===== config.mk =====
export PLATFORM = sky130hd
export DESIGN_NAME = relu_pool_stream
export DESIGN_NICKNAME = d
export VERILOG_FILES = /design/src/rtl/cnn_pkg.sv /design/src/rtl/pool_combine.sv /design/src/rtl/relu_pool_stream.sv
export SDC_FILE = /design/constraint.sdc
export NUM_CORES = 1
export LEC_CHECK = 0
export CAP_MARGIN = 5
export CELL_PAD_IN_SITES_DETAIL_PLACEMENT = 1
export CELL_PAD_IN_SITES_GLOBAL_PLACEMENT = 1
export CORE_ASPECT_RATIO = 1.75
export CORE_UTILIZATION = 45
export CTS_CLUSTER_SIZE = 40
export DETAILED_ROUTE_END_ITERATION = 10
export GPL_TIMING_DRIVEN = 0
export PLACE_DENSITY = 0.87
export SYNTH_ARGS = -nofsm -noshare
export SYNTH_HDL_FRONTEND = slang
export SYNTH_HIERARCHICAL = 1
export SYNTH_SLANG_ARGS = --single-unit

===== constraint.sdc =====
create_clock -name clk -period 5.12 [get_ports clk]
set_input_delay 0.512 -clock clk [delete_from_list [all_inputs] [get_ports clk]]
set_output_delay 0.512 -clock clk [all_outputs]
set_load 0.05 [all_outputs]

===== src/rtl/cnn_pkg.sv =====
// Shared CNN definitions: default pixel width, pooling-mode encoding and
// width helpers used by the pooling, convolution and fully-connected blocks.
package cnn_pkg;

    localparam int unsigned CNN_DATA_W = 32;

    typedef enum logic {
        POOL_MAX = 1'b0,
        POOL_AVG = 1'b1
    } pool_mode_e;

    function automatic int unsigned pool_sum_w(input int unsigned data_w, input int unsigned pool);
        return data_w + 2 * $clog2(pool);
    endfunction

    function automatic int unsigned idx_w(input int unsigned n);
        return (n > 1) ? $clog2(n) : 1;
    endfunction

endpackage


===== src/rtl/pool_combine.sv =====
// Combines a row-buffer partial result with one pixel (signed max or add) and
// produces the final pooled pixel (average shift, truncation, optional ReLU).
module pool_combine
    import cnn_pkg::*;
#(
    parameter int unsigned DATA_W = CNN_DATA_W,
    parameter int unsigned POOL   = 2,
    localparam int unsigned SUM_W = pool_sum_w(DATA_W, POOL)
) (
    input  logic [SUM_W-1:0]  acc,
    input  logic [DATA_W-1:0] pix,
    input  logic              first,
    input  logic              pool_avg,
    input  logic              relu_en,
    output logic [SUM_W-1:0]  acc_next,
    output logic [DATA_W-1:0] result
);

    localparam int unsigned SHIFT = 2 * $clog2(POOL);

    pool_mode_e                mode;
    logic signed [SUM_W-1:0]   acc_s;
    logic signed [SUM_W-1:0]   pix_ext;
    logic signed [SUM_W-1:0]   comb;
    logic signed [DATA_W-1:0]  pooled;

    always_comb begin
        mode    = pool_mode_e'(pool_avg);
        acc_s   = acc;
        pix_ext = {{(SUM_W-DATA_W){pix[DATA_W-1]}}, pix};
        if (first) begin
            comb = pix_ext;
        end else if (mode == POOL_AVG) begin
            comb = acc_s + pix_ext;
        end else begin
            comb = (acc_s > pix_ext) ? acc_s : pix_ext;
        end
        acc_next = comb;
        // Arithmetic shift floors toward -inf before truncation to pixel width.
        pooled   = DATA_W'((mode == POOL_AVG) ? (comb >>> SHIFT) : comb);
        result   = (relu_en && pooled[DATA_W-1]) ? '0 : pooled;
    end

endmodule


===== src/rtl/relu_pool_stream.sv =====
// Streaming max/average pooling with optional ReLU over raster-order frames,
// with ready/valid handshakes on both sides and a sticky frame-sync error flag.
module relu_pool_stream
    import cnn_pkg::*;
#(
    parameter int unsigned DATA_W = CNN_DATA_W,
    parameter int unsigned IMG_W  = 8,
    parameter int unsigned IMG_H  = 8,
    parameter int unsigned POOL   = 2
) (
    input  logic              clk,
    input  logic              rstb,
    input  logic              relu_en,
    input  logic              pool_avg,
    input  logic              in_valid,
    output logic              in_ready,
    input  logic              in_sof,
    input  logic [DATA_W-1:0] in_data,
    output logic              out_valid,
    input  logic              out_ready,
    output logic [DATA_W-1:0] out_data,
    output logic              out_sof,
    output logic              out_eof,
    output logic              err_sof
);

    localparam int unsigned LP    = $clog2(POOL);
    localparam int unsigned SUM_W = pool_sum_w(DATA_W, POOL);
    localparam int unsigned OW    = IMG_W / POOL;
    localparam int unsigned OH    = IMG_H / POOL;
    localparam int unsigned CW    = $clog2(IMG_W + 1);
    localparam int unsigned RW    = $clog2(IMG_H + 1);
    localparam int unsigned IW    = idx_w(OW);

    typedef enum logic [1:0] {
        ST_IDLE,
        ST_RUN,
        ST_WAIT_SOF
    } state_e;

    state_e            state, state_nxt;
    logic [CW-1:0]     col, eff_col;
    logic [RW-1:0]     row, eff_row;
    logic              relu_q, avg_q, relu_cur, avg_cur;
    logic              accept, take, in_win, first_px, last_px, frame_end;
    logic [IW-1:0]     idx;
    logic [SUM_W-1:0]  row_buf [1<<IW];
    logic [SUM_W-1:0]  acc_next;
    logic [DATA_W-1:0] result;

    always_comb begin
        in_ready  = !out_valid || out_ready;
        accept    = in_valid && in_ready;
        take      = accept && (in_sof || state == ST_RUN);
        // A frame start always maps to position (0,0) and uses the live mode inputs.
        eff_col   = in_sof ? '0 : col;
        eff_row   = in_sof ? '0 : row;
        relu_cur  = in_sof ? relu_en : relu_q;
        avg_cur   = in_sof ? pool_avg : avg_q;
        in_win    = (eff_col < CW'(OW * POOL)) && (eff_row < RW'(OH * POOL));
        idx       = IW'(eff_col >> LP);
        first_px  = (eff_col[LP-1:0] == '0) && (eff_row[LP-1:0] == '0);
        last_px   = (&eff_col[LP-1:0]) && (&eff_row[LP-1:0]);
        frame_end = (eff_col == CW'(IMG_W - 1)) && (eff_row == RW'(IMG_H - 1));
    end

    always_comb begin
        state_nxt = state;
        if (take) begin
            state_nxt = frame_end ? ST_WAIT_SOF : ST_RUN;
        end
    end

    always_ff @(posedge clk or negedge rstb) begin
        if (!rstb) begin
            state <= ST_IDLE;
        end else begin
            state <= state_nxt;
        end
    end

    pool_combine #(
        .DATA_W (DATA_W),
        .POOL   (POOL)
    ) u_combine (
        .acc      (row_buf[idx]),
        .pix      (in_data),
        .first    (first_px),
        .pool_avg (avg_cur),
        .relu_en  (relu_cur),
        .acc_next (acc_next),
        .result   (result)
    );

    always_ff @(posedge clk) begin
        if (take && in_win) begin
            row_buf[idx] <= acc_next;
        end
    end

    always_ff @(posedge clk or negedge rstb) begin
        if (!rstb) begin
            col       <= '0;
            row       <= '0;
            relu_q    <= 1'b0;
            avg_q     <= 1'b0;
            err_sof   <= 1'b0;
            out_valid <= 1'b0;
            out_data  <= '0;
            out_sof   <= 1'b0;
            out_eof   <= 1'b0;
        end else begin
            if (accept && (in_sof ? (state == ST_RUN) : (state != ST_RUN))) begin
                err_sof <= 1'b1;
            end
            if (take) begin
                if (in_sof) begin
                    relu_q <= relu_en;
                    avg_q  <= pool_avg;
                end
                if (eff_col == CW'(IMG_W - 1)) begin
                    col <= '0;
                    row <= (eff_row == RW'(IMG_H - 1)) ? '0 : eff_row + 1'b1;
                end else begin
                    col <= eff_col + 1'b1;
                    row <= eff_row;
                end
            end
            // A load only happens on accept, so the register is free or draining.
            if (take && in_win && last_px) begin
                out_valid <= 1'b1;
                out_data  <= result;
                out_sof   <= (eff_row < RW'(POOL)) && (idx == '0);
                out_eof   <= ((eff_row >> LP) == RW'(OH - 1)) && (idx == IW'(OW - 1));
            end else if (out_ready) begin
                out_valid <= 1'b0;
            end
        end
    end

endmodule


* Word level (Yosys, flattened, before mapping)
Memories as Yosys holds them, arrays and structs flattened. Cells that the tools add are included.
Word-level totals: bits in writable memories 136, input bits 39, latch bits 0, output and inout port bits 37, bits in read-only memories 0, memories 1, bits in registers 48, logic and storage cells 61
Cells by class: add/sub/neg operators 3, divide/modulo/power cells 0, magnitude comparators 4, multiplexer cells 18, reductions and logical operators 17, shifts and indexed selects 0, bitwise operators 2, $mul 0, equal/unequal tests 6
Memory list:
- row_buf | words 4, bits a word 34, rd ports 1, clocked after memory_dff 0, write ports 1, line relu_pool_stream.sv:47 | logic [SUM_W-1:0] row_buf [1<<IW];
Operators with widths (number):
- $mux 34 | 3
- $mux 32 | 2
- $add 34x32->34 | 1
- $gt 34x32->1 | 1
- $mux 4 | 5
- $logic_and 1x1->1 | 12
- $add 4x1->4 const B | 2
- $eq 4x3->1 const B | 2
- $lt 4x4->1 const B | 2
- $mux 1 | 7
- $lt 4x2->1 const B | 1
- $eq 3x2->1 const B | 1
- $eq 2x1->1 const B | 1
- $eq 2x2->1 const B | 1
- $logic_not 2->1 | 1
- $logic_or 1x1->1 | 2
- $mux 2 | 1
- $ne 2x1->1 const B | 1
- $not 1->1 | 2
- $reduce_bool 2->1 | 1
- $logic_not 1->1 | 1

* Depth between registers and ports, before layout
An unclocked memory read counts as a cell.
depth in word-level cells 9, mapped depth 22, gate-level depth less buffers 16

* Modules after synthesis
The synthesis kept the hierarchy.
Modules (own cells, without submodules):
- relu_pool_stream | instances 1, area each 7452.1 µm², sequential area each 5285.1 µm², cells an instance 452
- pool_combine | instances 1, area each 4516.8 µm², sequential area each 0.0 µm², cells an instance 688

* Worst setup path before layout
Ideal clock, no wire load.
path kind input port to flip-flop, start point input in_sof, end point memory row_buf[1][0] (netlist bit), enable pin, buffers on the path 2, slack 440 ps, stages 7, data required time 4645 ps, arrival 4205 ps, library setup time 475 ps, path through buf_6 > clkbuf_1 > inv_1 > ha_1 > and2b_1 > nand3_1 > nor3b_1
Between the ends: cells in the longest elaborated chain, start to end 6, elaborated cells between the ends (all ways) 10, classes of those cells order compare (2); mux (4); reduce/logical (4)
Ends and longest elaborated chain:
- start, declared | line relu_pool_stream.sv:17 | input logic in_sof,
- $mux 4 (on tied branches) | line relu_pool_stream.sv:56, relu_pool_stream.sv:57
- $lt 4x4->1 | line relu_pool_stream.sv:60 | in_win = (eff_col < CW'(OW * POOL)) && (eff_row < RW'(OH * POOL));
- $logic_and 1x1->1 | line relu_pool_stream.sv:60
- $logic_and 1x1->1 | line relu_pool_stream.sv:96 | if (take && in_win) begin
- $mux 1 | line relu_pool_stream.sv:96
- $mux 1 (implied by the code) | line relu_pool_stream.sv:97 | row_buf[idx] <= acc_next;
- end, declared | line relu_pool_stream.sv:47
Several ways; a longest one is shown, not always the timed one.

* Worst setup path after layout
start point register col[1], end point register out_data[23]
Between the ends: cells in the longest elaborated chain, start to end 9, elaborated cells between the ends (all ways) 14, classes of those cells add/sub (1); order compare (2); mux (6); reduce/logical (4); memory (1)
Ends and longest elaborated chain:
- start, declared | line relu_pool_stream.sv:42 | logic [CW-1:0] col, eff_col;
- start signal, assigned | line relu_pool_stream.sv:125 | col <= eff_col + 1'b1;
- $mux 4 * | line relu_pool_stream.sv:56 | eff_col = in_sof ? '0 : col;
- $mem_v2 4x34 *
- $gt 34x32->1 | line pool_combine.sv:36 | comb = (acc_s > pix_ext) ? acc_s : pix_ext;
- $mux 34 | line pool_combine.sv:36
- $mux 34 * | line pool_combine.sv:33 | end else if (mode == POOL_AVG) begin
- $mux 34 * | line pool_combine.sv:31 | if (first) begin
- $mux 32 * | line pool_combine.sv:40 | pooled = DATA_W'((mode == POOL_AVG) ? (comb >>> SHIFT) : comb);
- $logic_and 1x1->1 | line pool_combine.sv:41 | result = (relu_en && pooled[DATA_W-1]) ? '0 : pooled;
- $mux 32 * | line pool_combine.sv:41
- net result[23] | line relu_pool_stream.sv:49 | logic [DATA_W-1:0] result;
- end signal, assigned | line relu_pool_stream.sv:132 | out_data <= result;
- end, declared | line relu_pool_stream.sv:21 | output logic [DATA_W-1:0] out_data,
Mark *: on every way through the listed nets, which the timed path passes. The rest lies on a longest branch. A chain may end at the register's enable or synchronous reset.

==> flow_summary.yaml <==
run_status:
  outcome: "finished with violations"
  violations: "DRC"
floorplan:
  placeableCoreArea_sq_um: 26060
  die_h_um: 217.7
  die_w_um: 125.3
  dieArea_sq_um: 27280
  initial_core_util_pct: 45.93
  rows: 78
  io_pins: 76
route:
  finalWirelength_um: 43420
  wl_per_cell_um: 27.41
  viasPerCell: 6.507
  vias: 10307
  drt-initial-drc-count: 933
  drc: 2
  antenna_left: 0
  drtPass1Iterations: 10
setup_path:
  crit_path_start_kind: "register"
  crit_slowest_cell: "dfrtp_1"
  cp_cell_sequence: "buf_6 > clkbuf_2 > nor3b_1 > a21oi_1 > o22a_1 > ha_1 > buf_6 > nor2_1 > a221oi_2 > o41ai_4 > a221oi_4 > o21ba_4 > o41ai_4 > a41oi_2 > mux2i_2 > o2111a_2 > buf_6 > buf_12 > a211oi_2 > mux2_4"
  required_ps: 5460
  crit_path_end_kind: "register"
  setup.worst_path.class: "register to register"
  crit_top_cell: "buf_6"
  critPathMaxStageDelay_ps: 440
  critPathMaxFanout: 10
  arrival_ps: 5420
synthesis:
  yosysUniqueCellTypes: 83
  async_flop_share_pct: 26.09
  syn_inst: 1140
  synth-edff-count: 136
  synth_nets: 1249
  synth_seq_cells: 184
  yosysWarningCount: 6
  avgSynthCellArea_sq_um: 10.50
  netlist_area_sq_um: 11970
  synth-main-ff-cell: "edfxtp_1"
  synth_seq_area_share_pct: 44.16
sta:
  fin_ws_ps: 37.19
  min_period_ps: 5083
  finalSetupViolCount: 0
  slew_headroom_pct: 9.994
  fin_crit_sh_pct: 99.27
  timing.fmax_ghz: 0.1967
  skew_ps: 11.15
  holdWs_ps: 500.3
  slew_violations: 0
  worstMarginPinSlew_ps: 1345
  hold_viol_final: 0
global_routing:
  grt_pass1_vias: 11136
  grt_overflow: 0
  grt_pass1_wl_um: 65730
  grt_max_degree: 35
  antenna_found_initial: 0
  grt_util_all_layers_pct: 32.43
cells_and_area:
  multi_input_area_sq_um: 6401
  syn_to_final_growth_pct: 19.77
  n_fill_cell: 2795
  layout_commonest_cell: "edfxtp_1"
  num_antenna_cells: 0
  final_area_sq_um: 14340
  mostFrequentLayoutCells: "136 x edfxtp_1, 116 x a21oi_1, 82 x nor2_1"
  final_core_util_pct: 55.01
  layout-drive-gt1-share_pct: 18.59
  stdcell_count: 1584
  fin_nets: 1360
  regArea_sq_um: 5285
power_and_ir_drop:
  power-per-cell-area_nw_per_um2: 450.8
  ir_worst_vdd_v: 0.0002374
  power.leakage_nw: 5.529
place:
  port_buffers: 74
  gp_congestion: 0.9766
  place_ws_ps: -1448
  dp.cells: 1543
  dp_hpwl_um: 32460
  postPlaceCellArea_sq_um: 13280
clock_tree:
  tritoncts: "yes"
  cts_buffers: 17
  clockBufferDepth: 2
  clock-root-buffer: "clkbuf_16"
  cts_num_sinks: 184
  clkLatencyLatePin_ps: 460
  path_clk_slew_ps: 70
  htreeDepth: 4
hold_path:
  hold_path_class: "input port to async pin"
job:
  max_cap_viol_count: 0
-- stage by stage --
step | setup TNS, ps | power (W)
floorplan | 0 | 0.003869
global placement | -269370 | 0.004681
detailed placement | -178340 | 0.004792
CTS | 0 | 0.006258
global route | -833.7 | 0.006687
finish | 0 | 0.006462
-- logic make-up after synthesis --
| group | after synthesis | synth area share, % |
|---|---|---|
| multiplexers | 87 | 8.677 |
| buffers and inverters | 144 | 5.436 |
| AO/OA/AOI/OAI | 351 | 20.33 |
| AND/OR/NAND/NOR | 273 | 11.75 |
| adder cells (fa/ha/maj) | 70 | 7.380 |
| flip-flops | 184 | 44.16 |
| XOR/XNOR | 31 | 2.268 |
-- final timing paths --
path | startpoint | endpoint | slack [ps] | cells after the start
min in group clk | out_eof$_DFFE_PN0P_ | out_eof$_DFFE_PN0P_ | 510 | 1
worst min register to register | out_eof$_DFFE_PN0P_ | out_eof$_DFFE_PN0P_ | 510 | 1
worst max register to register | col[1]$_DFFE_PN0P_ | out_data[23]$_DFFE_PN0P_ | 40 | 20
worst max-delay path | col[1]$_DFFE_PN0P_ | out_data[23]$_DFFE_PN0P_ | 40 | 20
max in group asynchronous | rstb | out_data[26]$_DFFE_PN0P_ | 4050 | 3
worst min-delay path | rstb | out_data[4]$_DFFE_PN0P_ | 500 | 2
-- worst max-delay path: cells and delay by family, from the launching register on --
| family | cells | cell delay [ps] |
|---|---|---|
| AO/OA/AOI/OAI | 10 | 2280 |
| adder cells (fa/ha/maj) | 1 | 330 |
| buffers and inverters | 5 | 960 |
| flip-flops | 1 | 440 |
| multiplexers | 2 | 630 |
| AND/OR/NAND/NOR | 2 | 300 |
-- cells in the mapped netlist, drive strengths merged, types with 4 or more instances --
cell type / n / share of area (%)
edfxtp: 136 / 34
a21oi: 122 / 5.2
nor2: 89 / 2.9
inv: 71 / 2.2
ha: 69 / 7.2
mux2: 50 / 5.6
nand2: 50 / 1.6
dfrtp: 48 / 10
o21ai: 42 / 1.8
a211oi: 38 / 2.6
clkbuf: 38 / 1.2
mux2i: 37 / 3.1
buf: 34 / 2.0
nor3b: 30 / 1.9
nor3: 29 / 1.3
xnor2: 27 / 2.0
o22a: 26 / 1.9
a22oi: 15 / 0.94
a2bb2oi: 15 / 1.1
nand3: 13 / 0.54
nor2b: 12 / 0.63
o21bai: 12 / 0.75
o22ai: 12 / 0.63
o31ai: 11 / 0.69
nand4: 10 / 0.65
nor4: 9 / 0.47
nand2b: 8 / 0.42
a221oi: 6 / 0.64
a31oi: 5 / 0.26
o211ai: 5 / 0.31
o21a: 5 / 0.31
o221ai: 5 / 0.37
o311ai: 4 / 0.29
o41ai: 4 / 0.51
or3: 4 / 0.21
xor2: 4 / 0.29
-- registers in the layout (all words and copies together), names as in the netlist --
name       flops
avg_q          1
col            4
err_sof        1
out_data      32
out_eof        1
out_sof        1
out_valid      1
relu_q         1
row            4
row_buf      136
state          2
-- power by group --
group	total, W	switching, W	internal (W)
clock	0.00135	0.000622	0.000730
sequential	0.00190	0.0000661	0.00184
combinational	0.00321	0.00205	0.00115
-- routing by layer --
metal / up-vias / routed length (um) / share of wire [%] / GRT usage [%]
met3: 186 / 2296 / 5.3 / 5.079
met4: 0 / 2821 / 6.5 / 22.36
met1: 5118 / 15990 / 37 / 35.02
li1: 4495 / - / - / -
met5: - / 0 / 0 / 0
met2: 508 / 22310 / 51 / 58.06
-- cell type report --
cell class,count,share of cell area (%)
clock inverter,12,0.9776
buffer,67,2.872
timing repair buffer,97,6.904
multi-input combinational,812,44.65
inverter,72,1.885
sequential,184,36.87
tap,320,2.793
clock buffer,20,3.046
-- timing repair --
item | 4_1_cts | 5_1_grt
buffers inserted | 7 | 6
hold endpoints to repair | 14 | 0
pin swaps | 7 | 8
hold buffers | 1 | 0
endpoints found under the setup margin | 168 | 164
gates resized for setup | 56 | 55
Note: power is estimated with default switching activity, not from simulation.
